## src/rtl/vga_timing_pkg.sv

```systemverilog
// Shared 640x480@60 timing defaults and the coordinate type for the VGA sync generator.
package vga_timing_pkg;

  typedef logic [9:0] coord_t;

  localparam int H_DISPLAY_D = 640;
  localparam int H_FRONT_D   = 16;
  localparam int H_SYNC_D    = 96;
  localparam int H_BACK_D    = 48;
  localparam int V_DISPLAY_D = 480;
  localparam int V_FRONT_D   = 10;
  localparam int V_SYNC_D    = 2;
  localparam int V_BACK_D    = 33;
  localparam int CLK_DIV_D   = 2;

  localparam int H_TOTAL_D      = H_DISPLAY_D + H_FRONT_D + H_SYNC_D + H_BACK_D;
  localparam int V_TOTAL_D      = V_DISPLAY_D + V_FRONT_D + V_SYNC_D + V_BACK_D;
  localparam int H_SYNC_START_D = H_DISPLAY_D + H_FRONT_D;
  localparam int H_SYNC_END_D   = H_SYNC_START_D + H_SYNC_D;
  localparam int V_SYNC_START_D = V_DISPLAY_D + V_FRONT_D;
  localparam int V_SYNC_END_D   = V_SYNC_START_D + V_SYNC_D;

endpackage

```

## src/rtl/pix_tick_gen.sv

```systemverilog
// Generic clock-enable divider: tick is high for one clk out of every CLK_DIV clks.
module pix_tick_gen #(
  parameter int CLK_DIV = 2
) (
  input  logic clk,
  input  logic rst_n,
  output logic tick
);

  localparam int CW = (CLK_DIV > 1) ? $clog2(CLK_DIV) : 1;
  localparam logic [CW-1:0] LAST = CW'(CLK_DIV - 1);

  logic [CW-1:0] cnt;

  // tick is registered, so the first one appears CLK_DIV clks after reset release
  always_ff @(posedge clk or negedge rst_n) begin
    if (!rst_n) begin
      cnt  <= '0;
      tick <= 1'b0;
    end else begin
      tick <= (cnt == LAST);
      cnt  <= (cnt == LAST) ? '0 : cnt + 1'b1;
    end
  end

endmodule

```

## src/rtl/vga_sync_gen.sv

```systemverilog
// VGA timing generator: pixel/line counters, registered syncs and blanking decode.
// Optional colour gating register enabled by defining VGA_SYNC_RGB_GATE_EN.
module vga_sync_gen
  import vga_timing_pkg::*;
#(
  parameter int H_DISPLAY = H_DISPLAY_D,
  parameter int H_FRONT   = H_FRONT_D,
  parameter int H_SYNC    = H_SYNC_D,
  parameter int H_BACK    = H_BACK_D,
  parameter int V_DISPLAY = V_DISPLAY_D,
  parameter int V_FRONT   = V_FRONT_D,
  parameter int V_SYNC    = V_SYNC_D,
  parameter int V_BACK    = V_BACK_D,
  parameter int CLK_DIV   = CLK_DIV_D
) (
  input  logic       clk,
  input  logic       rst_n,
  output logic       p_tick,
  output logic [9:0] hcount,
  output logic [9:0] vcount,
  output logic       hsync,
  output logic       vsync,
  output logic       video_on,
  output logic       frame_start
`ifdef VGA_SYNC_RGB_GATE_EN
  ,
  input  logic [2:0] rgb_in,
  output logic [2:0] rgb_out
`endif
);

  localparam int H_TOTAL = H_DISPLAY + H_FRONT + H_SYNC + H_BACK;
  localparam int V_TOTAL = V_DISPLAY + V_FRONT + V_SYNC + V_BACK;

  localparam coord_t H_MAX    = coord_t'(H_TOTAL - 1);
  localparam coord_t V_MAX    = coord_t'(V_TOTAL - 1);
  localparam coord_t H_VIS    = coord_t'(H_DISPLAY);
  localparam coord_t V_VIS    = coord_t'(V_DISPLAY);
  localparam coord_t HS_START = coord_t'(H_DISPLAY + H_FRONT);
  localparam coord_t HS_END   = coord_t'(H_DISPLAY + H_FRONT + H_SYNC);
  localparam coord_t VS_START = coord_t'(V_DISPLAY + V_FRONT);
  localparam coord_t VS_END   = coord_t'(V_DISPLAY + V_FRONT + V_SYNC);

  coord_t h_next;
  coord_t v_next;
  logic   h_wrap;
  logic   v_wrap;

  pix_tick_gen #(.CLK_DIV(CLK_DIV)) u_tick (
    .clk   (clk),
    .rst_n (rst_n),
    .tick  (p_tick)
  );

  always_comb begin
    h_wrap = (hcount == H_MAX);
    v_wrap = (vcount == V_MAX);
    h_next = h_wrap ? '0 : hcount + 10'd1;
    v_next = vcount;
    if (h_wrap) begin
      v_next = v_wrap ? '0 : vcount + 10'd1;
    end
  end

  // syncs decode the next-count values so they line up with the registered counters
  always_ff @(posedge clk or negedge rst_n) begin
    if (!rst_n) begin
      hcount      <= '0;
      vcount      <= '0;
      hsync       <= 1'b1;
      vsync       <= 1'b1;
      frame_start <= 1'b0;
    end else if (p_tick) begin
      hcount      <= h_next;
      vcount      <= v_next;
      hsync       <= !((h_next >= HS_START) && (h_next < HS_END));
      vsync       <= !((v_next >= VS_START) && (v_next < VS_END));
      frame_start <= h_wrap && v_wrap;
    end else begin
      frame_start <= 1'b0;
    end
  end

  assign video_on = (hcount < H_VIS) && (vcount < V_VIS);

`ifdef VGA_SYNC_RGB_GATE_EN
  always_ff @(posedge clk or negedge rst_n) begin
    if (!rst_n) begin
      rgb_out <= 3'b000;
    end else begin
      rgb_out <= video_on ? rgb_in : 3'b000;
    end
  end
`endif

endmodule

```

## config.mk

```make
export PLATFORM = sky130hd
export DESIGN_NAME = vga_sync_gen
export DESIGN_NICKNAME = d
export VERILOG_FILES = /design/src/rtl/vga_timing_pkg.sv /design/src/rtl/pix_tick_gen.sv /design/src/rtl/vga_sync_gen.sv
export SDC_FILE = /design/constraint.sdc
export NUM_CORES = 1
export LEC_CHECK = 0
export ABC_AREA = 0
export CELL_PAD_IN_SITES_DETAIL_PLACEMENT = 0
export CELL_PAD_IN_SITES_GLOBAL_PLACEMENT = 2
export CORE_UTILIZATION = 35
export CTS_BUF_LIST = sky130_fd_sc_hd__clkbuf_4 sky130_fd_sc_hd__clkbuf_8
export DETAILED_ROUTE_END_ITERATION = 7
export PLACE_DENSITY_LB_ADDON = 0.1
export SYNTH_ARGS = -nofsm -noshare
export SYNTH_HDL_FRONTEND = slang
export SYNTH_SLANG_ARGS = --single-unit
```

## constraint.sdc

```tcl
create_clock -name clk -period 4.9 [get_ports clk]
set_input_delay 0.49 -clock clk [delete_from_list [all_inputs] [get_ports clk]]
set_output_delay 0.49 -clock clk [all_outputs]
set_load 0.1 [all_outputs]
```

==> PnR_summary.wiki, run 1 <==
{| class="wikitable"
! Metric !! Value
|-
| Initial DRT Pass Iterations || 4
|-
| Highest routed metal layer || met4
|-
| Post-CTS Hold Fix Bufs || 0
|-
| Cells along the critical path || o21ai_0, and3b_1, clkdlybuf4s50_1
|-
| Reg2reg start || hcount[0]$_DFFE_PN0P_
|-
| Detailed Route WL || 3900 um
|-
| Power Density || 181 nW/um^2
|-
| Sw Share || 0.218
|-
| Total number of vias || 1412
|-
| Final weighted congestion in routability-driven placement || 0.866
|-
| Total CTS buffers || 3
|-
| Data arrival, critical path || 2340 ps
|-
| Sequential Area || 628 sq um
|-
| Flop pwr share || 0.608
|-
| Data required, critical path || 4410 ps
|-
| Final critical-path required period || 2830 ps
|-
| R2R setup slack || 2460 ps
|-
| CTS Root Cell || clkbuf_8
|-
| Antenna Cells || 0
|-
| Sinks on Clock Net || 25
|-
| Worst reg2reg path depth || 6
|-
| GRT Util Overall || 0.193
|-
| Sequential fraction of the synthesis area || 0.407
|-
| Count of warnings emitted by yosys || 0
|-
| Gate power share || 0.016
|-
| Vias per std cell || 5.76
|-
| Floorplan die width || 68.4 um
|-
| Fraction of layout instances using a drive strength above 1 || 0.0564
|-
| Die area || 4680 sq um
|-
| Synthesized Nets || 181
|-
| Setup fix buffers added after clock tree synthesis || 0
|-
| Clock Skew || 8.41 ps
|-
| Cell type of the slowest stage on the worst timing path || clkdlybuf4s50_1
|-
| Crit path launch type || flop
|-
| Routed met2 length || 1670 um
|-
| Fraction of power consumed by the clock network || 0.376
|-
| Peak supply drop || 208 uV
|-
| Count of endpoints failing setup in the final report || 0
|-
| Category of the worst setup path capture point || primary output
|-
| Fmax || 0.353 GHz
|-
| Routed length on met3 || 143 um
|-
| Peak per-stage delay on the critical path || 1130 ps
|-
| Multi-input gate area || 836 sq um
|-
| Growth of design area from synthesis to finish || 21.1%
|-
| Final cell count without fillers || 245
|-
| Clock tree from TritonCTS || built
|-
| Layout Utilization || 0.454
|-
| Post-route clock period utilization || 0.578
|-
| Wire length of the first global-routing pass || 6630 um
|-
| Crit path launch || hcount[7]$_DFFE_PN0P_
|-
| Share of synthesized registers carrying an async set or reset || 1.00
|-
| Number of maximum-capacitance violations || 0
|-
| Filler cell count || 412
|-
| Global route overflow || 0
|-
| Clock latency on the worst-skew pair || 270 ps
|-
| Final routed DRC violation total || 0
|-
| Ys flop type || dfrtp_1
|-
| Endpoint of the worst-slack reg-to-reg timing path || vcount[4]$_DFFE_PN0P_
|-
| Clock slew at reported path FFs || 100 ps
|-
| Worst-case clock buffer depth || 2
|-
| Setup total negative slack || 0 ps
|-
| Pins over their slew limit || 0
|-
| WL/cell || 15.9 um
|-
| HPWL Detailed || 2760 um
|-
| Routed length on met1 || 2070 um
|-
| Measured slew at the worst slew-check pin || 983 ps
|-
| Number of global-route vias before repair || 1325
|-
| Leak Pwr || 0.710 nW
|-
| Core Area || 4120 sq um
|-
| Outcome || finished, final reports clean
|-
| Setup crit end || video_on
|-
| IO buf count || 26
|-
| Final ANT Viol Nets || 0
|-
| IO Count || 27
|-
| Commonest non-fill, non-tap cell in the layout || clkdlybuf4s50_1
|-
| Detailed router's first-iteration violation count || 91
|-
| Net Sw Power || 0.0740 mW
|-
| Count of cells resized by post-cts repair || 0
|-
| RSZ-0062 raised after global routing || false
|-
| Starting density of the core || 0.375
|-
| Netlist area before placement || 1540 sq um
|-
| Cell count after placement || 241
|-
| Initial antenna violation count || 0
|-
| Synth Register Bits || 25
|-
| EDFF count, synth || 0
|-
| Level count of the clock H-tree || 1
|-
| Mean cell area of the mapped netlist || 8.82 sq um
|-
| Maximum number of pins on one net before global-route repair || 26
|-
| Total number of nets in the final design || 202
|-
| FP Rows || 23
|-
| Classification of the worst setup path || flop to primary output
|-
| Worst slew margin relative to its limit || 0.343
|-
| Internal portion of total power || 0.265 mW
|-
| Largest fanout of any net on the critical path || 12
|-
| Most frequent cells in the layout || 26 x clkdlybuf4s50_1, 23 x dfrtp_1, 20 x nand2_1
|-
| Gate Count Post-Synth || 175
|-
| Die Y-Extent || 68.4 um
|-
| Netlist cell types || 43
|-
| Final number of hold-violating endpoints || 0
|-
| Kind of path behind the tightest hold check || flop to flop
|}
## state kept, by name (all words and copies together) (netlist names)
| name | count |
|---|---|
| u_tick.tick | 1 |
| vsync | 1 |
| hsync | 1 |
| u_tick.cnt | 1 |
| vcount | 10 |
| hcount | 10 |
| frame_start | 1 |
## power by group through the flow
stage / logic (mW) / registers, mW / clock network [mW]
2_1_floorplan: 0.000000284 / 0.210 / 0
3_3_place_gp: 0.00564 / 0.210 / 0
3_5_place_dp: 0.00586 / 0.210 / 0
4_1_cts: 0.00592 / 0.206 / 0.132
5_1_grt: 0.00672 / 0.206 / 0.140
6_report: 0.00530 / 0.206 / 0.128
## layer usage
layer	GRT usage	vias up
li1	-	688
met1	0.298	691
met2	0.262	31
met3	0.0450	2
met4	0.0469	0
met5	0	-
## area by class of cell
type | count | area share
multi-input cells | 132 | 0.447
flip-flops and latches | 25 | 0.336
repair buffers | 27 | 0.143
well taps | 50 | 0.0335
clock buffers | 3 | 0.0221
inverters | 7 | 0.0141
clock inverters | 1 | 0.00402
## critical path, delay by kind of cell, from the launching register on
| family | cells | cell delay (ps) |
|---|---|---|
| simple gates | 1 | 190 |
| buf+inv | 1 | 1130 |
| flops | 1 | 510 |
| compound gates | 1 | 250 |
## cell usage after synthesis (3+ instances only)
library cell / number / area, sq um
a21oi_1: 5 / 25.0
a31oi_1: 4 / 25.0
clkbuf_1: 7 / 26.3
dfrtp_1: 23 / 576
ha_1: 4 / 50.1
inv_1: 7 / 26.3
nand2_1: 20 / 75.1
nand3_1: 8 / 40.0
nand4_1: 9 / 56.3
nor2_1: 9 / 33.8
nor3_1: 5 / 25.0
nor4_1: 3 / 18.8
o21ai_0: 16 / 80.1
o31a_1: 4 / 35.0
o31ai_1: 5 / 37.5
or3_1: 6 / 37.5
xnor2_1: 5 / 43.8
xor2_1: 4 / 35.0
## how the worst min path moves through the flow
| stage | startpoint | end | slack [ps] | cells past startpoint |
|---|---|---|---|---|
| detailed placement | u_tick.cnt$_DFF_PN0_ | u_tick.tick$_DFF_PN0_ | 380 | 0 |
| floorplan | rst_n | frame_start$_DFF_PN0_ | 190 | 0 |
| global placement | u_tick.cnt$_DFF_PN0_ | u_tick.tick$_DFF_PN0_ | 360 | 0 |
| finish | u_tick.cnt$_DFF_PN0_ | u_tick.tick$_DFF_PN0_ | 400 | 0 |
| CTS | u_tick.cnt$_DFF_PN0_ | u_tick.tick$_DFF_PN0_ | 410 | 0 |
| global route | u_tick.cnt$_DFF_PN0_ | u_tick.tick$_DFF_PN0_ | 410 | 0 |
## metrics by stage
| step | hold slack [ps] | setup slack (ps) | total power, mW | instance area, sq um |
|---|---|---|---|---|
| 6_report | 399 | 2070 | 0.339 | 1870 |
| 5_1_grt | 415 | 2000 | 0.353 | 1870 |
| 4_1_cts | 406 | 2040 | 0.344 | 1870 |
| 3_5_place_dp | 385 | 2350 | 0.216 | 1820 |
| 3_3_place_gp | 361 | 2360 | 0.216 | 1820 |
| 2_1_floorplan | 194 | 2110 | 0.210 | 1540 |
## logic make-up (layout without fill, tap and decap cells)
logic type / count (synthesis) / after routing / share of synthesized area
AND/OR/NAND/NOR: 72 / 72 / 0.247
AO/OA/AOI/OAI: 43 / 43 / 0.183
flip-flops: 25 / 25 / 0.407
buffers and inverters: 18 / 38 / 0.0519
XOR/XNOR: 9 / 9 / 0.0510
adder cells (fa/ha/maj): 4 / 4 / 0.0324
multiplexers: 4 / 4 / 0.0276
Note: power is estimated with default switching activity, not from simulation.
==> run 2: changes to the inputs <==
--- a/config.mk
+++ b/config.mk
@@ -8,7 +8,7 @@
 export ABC_AREA = 0
 export CELL_PAD_IN_SITES_DETAIL_PLACEMENT = 0
 export CELL_PAD_IN_SITES_GLOBAL_PLACEMENT = 2
-export CORE_UTILIZATION = 35
+export CORE_UTILIZATION = 29
 export CTS_BUF_LIST = sky130_fd_sc_hd__clkbuf_4 sky130_fd_sc_hd__clkbuf_8
 export DETAILED_ROUTE_END_ITERATION = 7
 export PLACE_DENSITY_LB_ADDON = 0.1
==> constraint.sdc (replaced) <==
create_clock -name clk -period 2.5 [get_ports clk]
set_input_delay 0.25 -clock clk [delete_from_list [all_inputs] [get_ports clk]]
set_output_delay 0.25 -clock clk [all_outputs]
set_load 0.1 [all_outputs]
==> run 2 against run 1 <==
Effect of this change:
- hold slack got worse by 61 ps
- clock skew increased by 1.2 ps
- die area increased by 20%
- non-clock buffer count increased by 9
- critical path depth increased by 3
- highest routed layer unchanged
==> PnR_summary.wiki, run 2 (synthesis gave the netlist of run 1 again) <==
{| class="wikitable"
! Metric !! Value
|-
| Filler cell count || 549 (was 412)
|-
| HPWL Detailed || 3070 um (was 2760 um)
|-
| Net Sw Power || 0.152 mW (was 0.0740 mW)
|-
| Post-route clock period utilization || 0.896
|-
| Data arrival, critical path || 2430 ps (was 2340 ps)
|-
| R2R setup slack || 260 ps (was 2460 ps)
|-
| Internal portion of total power || 0.519 mW (was 0.265 mW)
|-
| Power Density || 352 nW/um^2 (was 181 nW/um^2)
|-
| Die area || 5620 sq um (was 4680 sq um)
|-
| Number of global-route vias before repair || 1317 (was 1325)
|-
| Final ANT Viol Nets || 0 (unchanged)
|-
| Total CTS buffers || 3 (unchanged)
|-
| Largest fanout of any net on the critical path || 10 (was 12)
|-
| Post-route worst setup slack || 260 ps (was 2070 ps)
|-
| Peak supply drop || 194 uV (was 208 uV)
|-
| Pins over their slew limit || 0 (unchanged)
|-
| Cell count after placement || 270 (was 241)
|-
| Fraction of power consumed by the clock network || 0.381 (was 0.376)
|-
| Core Area || 5110 sq um (was 4120 sq um)
|-
| Worst-case clock buffer depth || 2 (unchanged)
|-
| Sinks on Clock Net || 25 (unchanged)
|-
| Final weighted congestion in routability-driven placement || 0.789 (was 0.866)
|-
| IO buf count || 26 (unchanged)
|-
| Worst slew margin relative to its limit || 0.678 (was 0.343)
|-
| Most frequent cells in the layout || 35 x buf_4, 20 x nand2_1, 18 x dfrtp_1 (was 26 x clkdlybuf4s50_1, 23 x dfrtp_1, 20 x nand2_1)
|-
| Cell Area, Placed || 1860 sq um (was 1820 sq um)
|-
| Final routed DRC violation total || 0 (unchanged)
|-
| Clock Skew || 9.65 ps (was 8.41 ps)
|-
| Fraction of layout instances using a drive strength above 1 || 0.250 (was 0.0564)
|-
| GRT Util Overall || 0.168 (was 0.193)
|-
| Layout Utilization || 0.373 (was 0.454)
|-
| Clock latency on the worst-skew pair || 280 ps (was 270 ps)
|-
| Final number of hold-violating endpoints || 0 (unchanged)
|-
| Data required, critical path || 2690 ps (was 4410 ps)
|-
| Detailed Route WL || 4400 um (was 3900 um)
|-
| Wire length of the first global-routing pass || 7010 um (was 6630 um)
|-
| Antenna Cells || 0 (unchanged)
|-
| Vias per std cell || 5.31 (was 5.76)
|-
| Setup total negative slack || 0 ps (unchanged)
|-
| Clock tree from TritonCTS || built (unchanged)
|-
| FP Rows || 26 (was 23)
|-
| Clock slew at reported path FFs || 100 ps (about the same)
|-
| Maximum number of pins on one net before global-route repair || 26 (unchanged)
|-
| IO Count || 27 (unchanged)
|-
| Number of maximum-capacitance violations || 0 (unchanged)
|-
| CTS Root Cell || clkbuf_8 (unchanged)
|-
| Measured slew at the worst slew-check pin || 479 ps (was 983 ps)
|-
| Sw Share || 0.227 (was 0.218)
|-
| Placement-stage worst setup slack || 223 ps (was 2350 ps)
|-
| Flop pwr share || 0.603 (was 0.608)
|-
| Crit path launch type || flop (unchanged)
|-
| Kind of path behind the tightest hold check || input port to asynchronous set/reset pin (was flop to flop)
|-
| Gate power share || 0.016 (about the same)
|-
| Final cell count without fillers || 274 (was 245)
|-
| Starting density of the core || 0.302 (was 0.375)
|-
| Commonest non-fill, non-tap cell in the layout || buf_4 (was clkdlybuf4s50_1)
|-
| Count of endpoints failing setup in the final report || 0 (unchanged)
|-
| Leak Pwr || 0.794 nW (was 0.710 nW)
|-
| Die Y-Extent || 75.0 um (was 68.4 um)
|-
| Category of the worst setup path capture point || flop (was primary output)
|-
| Final critical-path required period || 2240 ps
|-
| Detailed router's first-iteration violation count || 177 (was 91)
|-
| Total number of nets in the final design || 211 (was 202)
|-
| Initial antenna violation count || 0 (unchanged)
|-
| Floorplan die width || 75.0 um (was 68.4 um)
|-
| Final cell area excluding filler cells || 1910 sq um (was 1870 sq um)
|-
| Classification of the worst setup path || flop to flop (was flop to primary output)
|-
| Total number of vias || 1454 (was 1412)
|-
| Growth of design area from synthesis to finish || 23.4% (was 21.1%)
|-
| WL/cell || 16.0 um (was 15.9 um)
|-
| Initial DRT Pass Iterations || 4 (unchanged)
|-
| Global route overflow || 0 (unchanged)
|-
| Outcome || finished, final reports clean (unchanged)
|-
| Fmax || 0.446 GHz
|-
| RSZ-0062 raised after global routing || false (unchanged)
|-
| Largest registers || hcount (10), vcount (10) (unchanged)
|-
| Level count of the clock H-tree || 1 (unchanged)
|}
==> run 2: cell count changes in the layout (fill, tap and decap cells not counted) <==
cell / delta
dfrtp_2: +5
clkinvlp_4: -1
buf_4: +34
nor2_1: -1
clkinv_2: +1
clkdlybuf4s50_1: -25
nor2_2: +1
dfrtp_1: -5
==> run 2: worst paths after layout <==
kind                                       start  depth (start not counted)               endpoint
min reg2reg                 u_tick.cnt$_DFF_PN0_                          0  u_tick.tick$_DFF_PN0_
min in group clk            u_tick.cnt$_DFF_PN0_                          0  u_tick.tick$_DFF_PN0_
max in group asynchronous                  rst_n                          2      vsync$_DFFE_PN1P_
max                        hcount[0]$_DFFE_PN0P_                          6      vsync$_DFFE_PN1P_
min                                        rst_n                          2  hcount[6]$_DFFE_PN0P_
max reg2reg                hcount[0]$_DFFE_PN0P_                          6      vsync$_DFFE_PN1P_
==> run 2: stage by stage <==
step / hold WS [ps] / total power, mW
after floorplan: -45.6 / 0.412
final: 338 / 0.671
after detailed placement: 379 / 0.424
after global placement: 364 / 0.423
after CTS: 361 / 0.677
after global routing: 388 / 0.694
==> run 2: repair_timing <==
| item | in CTS | in global routing |
|---|---|---|
| setup buffers | 0 | 0 |
| setup endpoints to repair | 0 | 2 |
| gates resized for setup | 0 | 1 |
| hold buffers | 0 | 0 |
==> run 2: cell type report <==
type	instances	area [sq um]	area share
multi-input cells	132	838	0.440
flip-flops and latches	25	634	0.333
repair buffers	36	273	0.143
well taps	70	87.6	0.0460
clock buffers	3	41.3	0.0217
inverters	7	26.3	0.0138
clock inverters	1	5.00	0.00263
==> run 2: power by group through the flow <==
stage | combinational (mW) | sequential (mW) | clock, mW
floorplan | 0.000000284 | 0.412 | 0
global placement | 0.0114 | 0.412 | 0
detailed placement | 0.0118 | 0.412 | 0
CTS | 0.0119 | 0.404 | 0.261
global route | 0.0129 | 0.404 | 0.276
finish | 0.0107 | 0.404 | 0.256
==> run 2: per-layer routing <==
| metal | part of all wire | vias to the layer above | track usage |
|---|---|---|---|
| li1 | - | 701 | - |
| met1 | 0.53 | 712 | 0.264 |
| met2 | 0.43 | 37 | 0.239 |
| met3 | 0.029 | 4 | 0.0201 |
| met4 | 0.0089 | 0 | 0.0440 |
| met5 | 0 | - | 0 |
==> run 2: critical path, cell delays in order, from the launching register on <==
cell	delay [ps]
dfrtp_2	440
ha_1	280
nand3_1	180
or3_1	570
or3_1	410
mux2i_1	140
a41oi_1	130
